**src/rtl/nes_poll_pkg.sv**
```systemverilog
// Shared definitions for the NES/SNES controller poll sequencer: register map,
// register bit positions, sequencer states and frame bit counts.
package nes_poll_pkg;

    localparam logic [3:0] ADDR_CTRL   = 4'h0;
    localparam logic [3:0] ADDR_PERIOD = 4'h1;
    localparam logic [3:0] ADDR_BTN0   = 4'h4;
    localparam logic [3:0] ADDR_BTN1   = 4'h5;
    localparam logic [3:0] ADDR_STATUS = 4'h6;

    localparam int CTRL_EN   = 0;
    localparam int CTRL_SNES = 1;
    localparam int CTRL_TRIG = 2;

    localparam int STAT_BUSY    = 0;
    localparam int STAT_NEW     = 1;
    localparam int STAT_OVERRUN = 2;
    localparam int STAT_PENDING = 3;

    localparam logic [4:0] NES_BITS  = 5'd8;
    localparam logic [4:0] SNES_BITS = 5'd16;

    typedef enum logic [2:0] {
        S_IDLE,
        S_LATCH,
        S_FIRST,
        S_CLK_LO,
        S_CLK_HI,
        S_DONE
    } state_t;

endpackage

```
**src/rtl/nes_poll_timer.sv**
```systemverilog
// Auto-poll period timer: free-running unit prescaler plus an 8-bit unit counter
// that emits a one-cycle request every PERIOD units while enabled.
module nes_poll_timer #(
    parameter int UNIT_DIV = 4095
) (
    input  logic       clk,
    input  logic       rst_n,
    input  logic       en,
    input  logic [7:0] period,
    input  logic       period_wr,
    output logic       req
);
    import nes_poll_pkg::*;

    localparam int UW = (UNIT_DIV > 0) ? $clog2(UNIT_DIV + 1) : 1;

    logic [UW-1:0] pre;
    logic [7:0]    units;
    logic          tick;
    logic          expire;

    assign tick   = (pre == UW'(UNIT_DIV));
    assign expire = tick && (period != 8'd0) && (units == period - 8'd1);

    always_ff @(posedge clk or negedge rst_n) begin
        if (!rst_n) begin
            pre   <= '0;
            units <= 8'd0;
            req   <= 1'b0;
        end else begin
            pre <= tick ? '0 : pre + 1'b1;
            // A PERIOD write restarts the interval from zero.
            if (period_wr) begin
                units <= 8'd0;
            end else if (expire) begin
                units <= 8'd0;
            end else if (tick && (period != 8'd0)) begin
                units <= units + 8'd1;
            end
            req <= expire && en && !period_wr;
        end
    end

endmodule

```
**src/rtl/tqvp_nes_poll_sequencer.sv**
```systemverilog
// TinyQV byte peripheral that autonomously polls a NES/SNES serial pad and
// publishes an atomic active-high button snapshot with new/overrun status.
module tqvp_nes_poll_sequencer #(
    parameter int HALF_DIV = 383,
    parameter int UNIT_DIV = 4095
) (
    input  logic       clk,
    input  logic       rst_n,
    input  logic       pad_data,
    output logic       pad_latch,
    output logic       pad_clk,
    input  logic [3:0] address,
    input  logic       data_write,
    input  logic [7:0] data_in,
    output logic [7:0] data_out
);
    import nes_poll_pkg::*;

    // Counter wide enough for the two-half-period latch pulse.
    localparam int HW = $clog2(2 * (HALF_DIV + 1));
    localparam logic [HW-1:0] HALF_END  = HW'(HALF_DIV);
    localparam logic [HW-1:0] LATCH_END = HW'(2 * HALF_DIV + 1);

    state_t        state, state_n;
    logic [HW-1:0] hcnt;
    logic [4:0]    bcnt;
    logic [4:0]    nbits;
    logic          snes_q;
    logic [15:0]   sreg;
    logic [15:0]   btn;
    logic          ctrl_en, ctrl_snes;
    logic [7:0]    period;
    logic          new_data, overrun, pending, busy;
    logic          timer_req;
    logic          wr_ctrl, wr_period, wr_status, trig;
    logic          start, sample, done, last_bit;

    assign wr_ctrl   = data_write && (address == ADDR_CTRL);
    assign wr_period = data_write && (address == ADDR_PERIOD);
    assign wr_status = data_write && (address == ADDR_STATUS);
    assign trig      = wr_ctrl && data_in[CTRL_TRIG];

    assign nbits    = snes_q ? SNES_BITS : NES_BITS;
    assign last_bit = ((bcnt + 5'd1) == nbits);
    assign start    = (state == S_IDLE) && pending;
    assign done     = (state == S_DONE);
    assign busy     = (state != S_IDLE);

    nes_poll_timer #(
        .UNIT_DIV (UNIT_DIV)
    ) u_timer (
        .clk       (clk),
        .rst_n     (rst_n),
        .en        (ctrl_en),
        .period    (period),
        .period_wr (wr_period),
        .req       (timer_req)
    );

    always_comb begin
        state_n   = state;
        pad_latch = 1'b0;
        pad_clk   = 1'b1;
        sample    = 1'b0;
        case (state)
            S_IDLE: begin
                if (pending) state_n = S_LATCH;
            end
            S_LATCH: begin
                pad_latch = 1'b1;
                if (hcnt == LATCH_END) state_n = S_FIRST;
            end
            S_FIRST: begin
                if (hcnt == HALF_END) begin
                    sample  = 1'b1;
                    state_n = S_CLK_LO;
                end
            end
            S_CLK_LO: begin
                pad_clk = 1'b0;
                if (hcnt == HALF_END) state_n = S_CLK_HI;
            end
            S_CLK_HI: begin
                if (hcnt == HALF_END) begin
                    sample  = 1'b1;
                    state_n = last_bit ? S_DONE : S_CLK_LO;
                end
            end
            S_DONE:  state_n = S_IDLE;
            default: state_n = S_IDLE;
        endcase
    end

    always_ff @(posedge clk or negedge rst_n) begin
        if (!rst_n) begin
            state  <= S_IDLE;
            hcnt   <= '0;
            bcnt   <= 5'd0;
            snes_q <= 1'b0;
        end else begin
            state <= state_n;
            hcnt  <= (state_n != state) ? '0 : hcnt + 1'b1;
            // Frame width is frozen at latch so CTRL writes only affect the next frame.
            if (start) begin
                snes_q <= ctrl_snes;
                bcnt   <= 5'd0;
            end else if (sample) begin
                bcnt <= bcnt + 5'd1;
            end
        end
    end

    always_ff @(posedge clk) begin
        if (start) begin
            sreg <= 16'h0000;
        end else if (sample) begin
            sreg[bcnt[3:0]] <= ~pad_data;
        end
    end

    always_ff @(posedge clk or negedge rst_n) begin
        if (!rst_n) begin
            ctrl_en   <= 1'b0;
            ctrl_snes <= 1'b0;
            period    <= 8'h00;
            btn       <= 16'h0000;
            new_data  <= 1'b0;
            overrun   <= 1'b0;
            pending   <= 1'b0;
        end else begin
            if (wr_ctrl) begin
                ctrl_en   <= data_in[CTRL_EN];
                ctrl_snes <= data_in[CTRL_SNES];
            end
            if (wr_period) period <= data_in;

            // Requests merge into a single pending flag; a fresh request beats the clear.
            if (trig || timer_req) begin
                pending <= 1'b1;
            end else if (start) begin
                pending <= 1'b0;
            end

            if (done) btn <= snes_q ? sreg : {8'h00, sreg[7:0]};

            // Hardware set wins over a simultaneous write-1-to-clear.
            if (done) begin
                new_data <= 1'b1;
            end else if (wr_status && data_in[STAT_NEW]) begin
                new_data <= 1'b0;
            end
            if (done && new_data) begin
                overrun <= 1'b1;
            end else if (wr_status && data_in[STAT_OVERRUN]) begin
                overrun <= 1'b0;
            end
        end
    end

    always_comb begin
        data_out = 8'h00;
        case (address)
            ADDR_CTRL:   data_out = {6'b0, ctrl_snes, ctrl_en};
            ADDR_PERIOD: data_out = period;
            ADDR_BTN0:   data_out = btn[7:0];
            ADDR_BTN1:   data_out = btn[15:8];
            ADDR_STATUS: data_out = {4'b0, pending, overrun, new_data, busy};
            default:     data_out = 8'h00;
        endcase
    end

endmodule

```
**config.mk**
```make
export PLATFORM = sky130hd
export DESIGN_NAME = tqvp_nes_poll_sequencer
export DESIGN_NICKNAME = d
export VERILOG_FILES = /design/src/rtl/nes_poll_pkg.sv /design/src/rtl/nes_poll_timer.sv /design/src/rtl/tqvp_nes_poll_sequencer.sv
export SDC_FILE = /design/constraint.sdc
export NUM_CORES = 1
export LEC_CHECK = 0
export CELL_PAD_IN_SITES_DETAIL_PLACEMENT = 0
export CELL_PAD_IN_SITES_GLOBAL_PLACEMENT = 1
export CORE_MARGIN = 2
export CORE_UTILIZATION = 35
export CTS_CLUSTER_SIZE = 8
export DETAILED_ROUTE_END_ITERATION = 8
export MAX_ROUTING_LAYER = met4
export PLACE_DENSITY_LB_ADDON = 0.1
export SETUP_SLACK_MARGIN = 0.02
export SLEW_MARGIN = 20
export SYNTH_ARGS = -nofsm -noshare
export SYNTH_HDL_FRONTEND = slang
export SYNTH_HIERARCHICAL = 1
export SYNTH_SLANG_ARGS = --single-unit
```
**constraint.sdc**
```tcl
create_clock -name clk -period 3.4 [get_ports clk]
set_input_delay 0.34 -clock clk [delete_from_list [all_inputs] [get_ports clk]]
set_output_delay 0.34 -clock clk [all_outputs]
set_load 0.01 [all_outputs]
```
======== Word level (Yosys, flattened, before mapping) ========
Cells that the tools add are included.
cells by class
  $add $sub $neg .......................... 5
  order comparisons ....................... 2
  reductions and logical operators ........ 25
  bitwise gates (word level) .............. 1
  multiplexer cells ....................... 30
  equal/unequal tests ..................... 15
operators with widths
  kind                                                                count
  8-bit one-hot mux with 5 select lines                               1
  8-bit 2-to-1 mux                                                    3
  3-bit 2-to-1 mux                                                    6
  16-bit bitwise mux                                                  1
  16-bit 2-to-1 mux                                                   1
  5-bit 2-to-1 mux                                                    3
  3-bit one-hot mux with 5 select lines                               1
  1-bit logical AND                                                   13
  12-bit by 1-bit adder with 12-bit output, second input constant     1
  12-bit == test, second input constant                               1
  4-bit by 3-bit == test with 1-bit output, second input constant     3
  12-bit 2-to-1 mux                                                   1
  1-bit 2-to-1 mux                                                    11
  10-bit by 1-bit adder with 10-bit output, second input constant     1
  10-bit == test, second input constant                               1
  10-bit by 9-bit == test with 1-bit output, second input constant    1
  10-bit 2-to-1 mux                                                   1
  8-bit by 1-bit adder with 8-bit output, second input constant       1
  8-bit == test                                                       1
  2-bit nonzero test                                                  4
  8-bit nonzero test                                                  1
  8-bit by 1-bit subtractor with 8-bit output, second input constant  1
  3-bit by 2-bit == test with 1-bit output, second input constant     2
  3-bit == test, second input constant                                2
  other kinds (15)                                                    16
storage, ports and cells
  output and inout bits ................... 10
  input port bits ......................... 16
  word-level logic and storage cells ...... 93
  bits in registers ....................... 85

======== Logic depth before layout (Yosys ltp) ========
  word-level depth ........................ 7
  gate-level depth with buffers ........... 8
  gate-level depth less buffers ........... 7

======== By module ========
Netlist, hierarchy kept.
modules (own cells, without submodules)
  module                   seq. area each (sq um)  cells an instance  times used  area each (sq um)
  tqvp_nes_poll_sequencer  1521.5                  308                1           3213.1
  nes_poll_timer           525.5                   132                1           1267.5

======== Worst setup path after synthesis ========
OpenSTA, ideal clock, no wires.
  kind .................................... reg-to-reg
  from .................................... reg period[0]
  to ...................................... reg u_timer.units[2]
  arrival time ............................ 1731 ps
  path slack .............................. 1527 ps
  library setup time ...................... 142 ps
  required time ........................... 3258 ps
  path buffers ............................ 0
  stages on the path, launching flop included .. 8
  clock period less this slack ............ 1873 ps
  cell sequence ........................... dfrtp_1 > inv_1 > ha_1 > nor3b_1 > xnor2_1 > nand4_1 > o31ai_4 > o211ai_1
on the way
  longest elaborated chain between the ends .. 5
  elaborated cells on any way between the ends .. 8
  classes of those cells .................. 1 x add/sub; 1 x eq/ne; 2 x mux; 4 x reduce/logical
RTL lines
  what                                                                                      line                                        source
  start, declared                                                                           tqvp_nes_poll_sequencer.sv:32               logic [7:0] period;
  start signal, assigned                                                                    tqvp_nes_poll_sequencer.sv:135              if (wr_period) period <= data_in;
  8-bit by 1-bit subtractor with 8-bit output / 8-bit nonzero test (equally long branches)  nes_poll_timer.sv:23, nes_poll_timer.sv:37
  8-bit == test / 1-bit logical AND (equally long branches)                                 nes_poll_timer.sv:23, nes_poll_timer.sv:37
  1-bit logical AND                                                                         nes_poll_timer.sv:23                        assign expire = tick && (period != 8'd0) && (units == period - 8'd1);
  8-bit 2-to-1 mux                                                                          nes_poll_timer.sv:35                        end else if (expire) begin
  8-bit 2-to-1 mux                                                                          nes_poll_timer.sv:33                        if (period_wr) begin
  end signal, assigned                                                                      nes_poll_timer.sv:38                        units <= units + 8'd1;
  end, declared                                                                             nes_poll_timer.sv:18                        logic [7:0] units;
Parallel ways exist; a longest one is shown, timed or not.
A chain may end at the register's enable or synchronous reset.

======== Worst setup path in the final report ========
  from .................................... in address[0]
  to ...................................... out data_out[0]
on the way
  longest elaborated chain between the ends .. 2
  elaborated cells on any way between the ends .. 6
  classes of those cells .................. 4 x eq/ne; 1 x mux; 1 x reduce/logical
RTL lines
  what                                                                    line                            source
  start, declared                                                         tqvp_nes_poll_sequencer.sv:12   input logic [3:0] address,
  4-bit by 3-bit == test with 1-bit output, or another cell as far along  tqvp_nes_poll_sequencer.sv:162  case (address)
  8-bit one-hot mux with 5 select lines (*)                               tqvp_nes_poll_sequencer.sv:162
  end, declared                                                           tqvp_nes_poll_sequencer.sv:15   output logic [7:0] data_out
Mark *: on every way between the ends. The rest lies on a longest branch, timed or not.

==> results.cfg <==
[outcome]
status = complete, no violations

[clock_tree]
cts_resized = 0
cts_max_path_buffers = 2
clkLatencyLatePin_ns = 0.34
cts_tree = built
cts_htree_levels = 3
clock-root-buffer = clkbuf_16
clk_pin_slew_ns = 0.06
numClockSinks = 85
cts_buffers = 9

[yosys]
synth_top_cell_by_area = dfrtp_1
synth_area_per_cell_um2 = 10.2
ys_top_cells_by_area = dfrtp_1, dfxtp_1, mux2_2
yosysSeqAreaShare_pct = 45.7
async_flop_share_pct = 81.2
synth_cell_type_count = 64
postSynthCellCount = 440
syn_nets = 465
yosysTopAreaCellShare_pct = 38.5
synth_edf_count = 0
yosysWarnings = 6
synth_flop_cell = dfrtp_1
netlist_area_um2 = 4480
ys_ff_latch = 85

[place]
portBuffers = 25
dp_hpwl_um = 7180
pre_cts_ws_ns = 0.661
gp_congestion = 0.768

[pwr]
switching_share_pct = 29.6
p_seq_share_pct = 47.4
irDropWorstVdd_uv = 196
p_per_area_nw_per_um2 = 559
p_comb_share_pct = 18.2
p_switching_mw = 0.855
p_leak_nw = 2.15
clockPowerShare_pct = 34.4
internal_power_mw = 2.03
p_total_mw = 2.89

[timing]
rsz0062_at_grt = false
drv_slew = 0
tns_ns = 0
slew_headroom_pct = 37.0
setup_slack_ns = 0.675
worst_pin_slew_ns = 0.943
setup_viol = 0
fin_crit_sh_pct = 80.2
fin_crit_ns = 2.73
finalHoldViolations = 0
fmax_ghz = 0.367
clock-skew-final_ns = 0.00785

[worst_setup_path]
critPathKind = input port to output pin
cp_num_buf_inv = 2
critPathCaptureType = output pin
cpPeakStageDelay_ns = 0.78
crit_family = buffers and inverters
crit_top_cell = clkdlybuf4s50_1
cpMaxStageDelayCell = clkdlybuf4s50_1
required_ns = 3.06
start_kind = input port
path_max_fanout = 13
critPathArrivalTime_ns = 2.39
worstPathCellList = clkdlybuf4s50_1, mux4_2, a32o_1, clkdlybuf4s50_1

[die]
dieHeight_um = 117
start_util_pct = 35.6
core_area_um2 = 12600
io_pins = 26
num_rows = 41
dieWidth_um = 117
die-area_um2 = 13700

[grt]
grt_pass1_wl_um = 17200
antenna_found_initial = 0
grt_overflow = 0
grt_max_degree = 54
grt_use_total_pct = 16.8
grt_pass1_vias = 3240

[route]
vias_per_cell = 5.14
drc = 0
drt-pass1-iter-count = 4
dr_total_vias = 3286
ant_nets = 0
wl_um = 10200
drt_iter0_markers = 160
wl_per_cell_um = 16.0

[cells_and_area]
drive_gt1_share_pct = 11.8
layout_commonest_cell = dfrtp_1
syn_to_final_growth_pct = 15.4
layout_common_cells = dfrtp_1, nand2_1, nor2_1
n_antenna_cell = 0
final_nets = 487

[hold_path]
hold_class = input port to asynchronous set/reset pin

[run]
cap_violations = 0
==> cell families after synthesis <==
kind of cell	Yosys count	synth area share [%]
simple gates	172	20.7
mux	31	8.10
fa+ha+maj	9	2.51
flops	85	45.7
compound gates	79	12.7
xor+xnor	34	6.81
buf+inv	30	3.52
==> state kept, by name, indices dropped and copies added, names as in the netlist <==
| name | cells |
|---|---|
| period | 8 |
| bcnt | 5 |
| overrun | 1 |
| u_timer/units | 8 |
| hcnt | 10 |
| state | 3 |
| snes_q | 1 |
| pending | 1 |
| btn | 16 |
| sreg | 16 |
| u_timer/req | 1 |
| ctrl_en | 1 |
| new_data | 1 |
| u_timer/pre | 12 |
| ctrl_snes | 1 |
==> cell usage after synthesis (2+ instances only) <==
cell type / count
dfrtp_1: 69
nand2_1: 59
nor2_1: 30
mux2_2: 22
nand3_1: 17
xor2_1: 17
dfxtp_1: 16
xnor2_1: 16
o21ai_0: 15
nor3_1: 12
inv_1: 11
clkbuf_1: 9
ha_1: 9
a311oi_1: 8
a31oi_1: 8
a21oi_1: 7
and3_1: 7
mux2i_1: 7
a211oi_1: 6
a41oi_1: 6
buf_2: 5
nand4_1: 5
nor4b_1: 5
o21ai_1: 5
and2_1: 4
and4_1: 4
nand2b_1: 4
a22oi_1: 3
buf_6: 3
nor3b_1: 3
o211ai_1: 3
o22ai_1: 3
o311ai_0: 3
or3_1: 3
a32o_1: 2
mux4_2: 2
nand3b_1: 2
nand4b_1: 2
nor2b_1: 2
nor4bb_1: 2
==> power by group through the flow <==
stage          clock [mW]  sequential, mW  combinational, mW
6_report            0.994            1.37              0.527
5_1_grt              1.08            1.40              0.599
4_1_cts              1.03            1.37              0.531
3_5_place_dp            0            1.39              0.524
3_3_place_gp            0            1.39              0.510
2_1_floorplan           0            1.30              0.439
==> layer usage <==
layer	track usage, %	share of wire (%)	up-vias
li1	-	-	1655
met1	24.3	52	1580
met2	23.4	44	36
met3	2.42	2.1	15
met4	6.82	1.9	0
met5	-	0	-
==> area by class of cell <==
class | count | area (um2)
clock buffers | 12 | 278
well taps | 172 | 215
flip-flops and latches | 85 | 2050
multi-input cells | 325 | 2280
repair buffers | 30 | 285
inverters | 11 | 41.3
clock inverters | 4 | 26.3
fillers | 1213 | 7400
==> through the flow <==
| step | cell area, um2 | hold WS [ns] | std cells | util (%) |
|---|---|---|---|---|
| after floorplan | 4480 | 0.0444 | 440 | - |
| after global placement | 4850 | 0.288 | 622 | 38.6 |
| after detailed placement | 4850 | 0.298 | 622 | 38.6 |
| after CTS | 5170 | 0.467 | 639 | 41.1 |
| after global routing | 5170 | 0.489 | 639 | 41.1 |
| final | 5170 | 0.453 | 639 | 41.1 |
==> worst paths after layout <==
| path | start | end | slack (ns) | cells after the start |
|---|---|---|---|---|
| hold / removal | rst_n | u_timer/units[6]$_DFFE_PN0P_ | 0.45 | 2 |
| setup / recovery | address[0] | data_out[0] | 0.67 | 4 |
| setup reg to reg | hcnt[0]$_DFF_PN0_ | sreg[8]$_SDFFE_PP0P_ | 1.13 | 5 |
| min in group clk | sreg[7]$_SDFFE_PP0P_ | sreg[7]$_SDFFE_PP0P_ | 0.47 | 2 |
| max in group asynchronous | rst_n | state[0]$_DFF_PN0_ | 1.91 | 3 |
| hold reg to reg | sreg[7]$_SDFFE_PP0P_ | sreg[7]$_SDFFE_PP0P_ | 0.47 | 2 |
==> what timing repair did <==
item                      CTS  global route
hold endpoints to repair   16             0
hold buffers                1             0
setup buffers               0             0
Power figures use the tool's default switching activity.
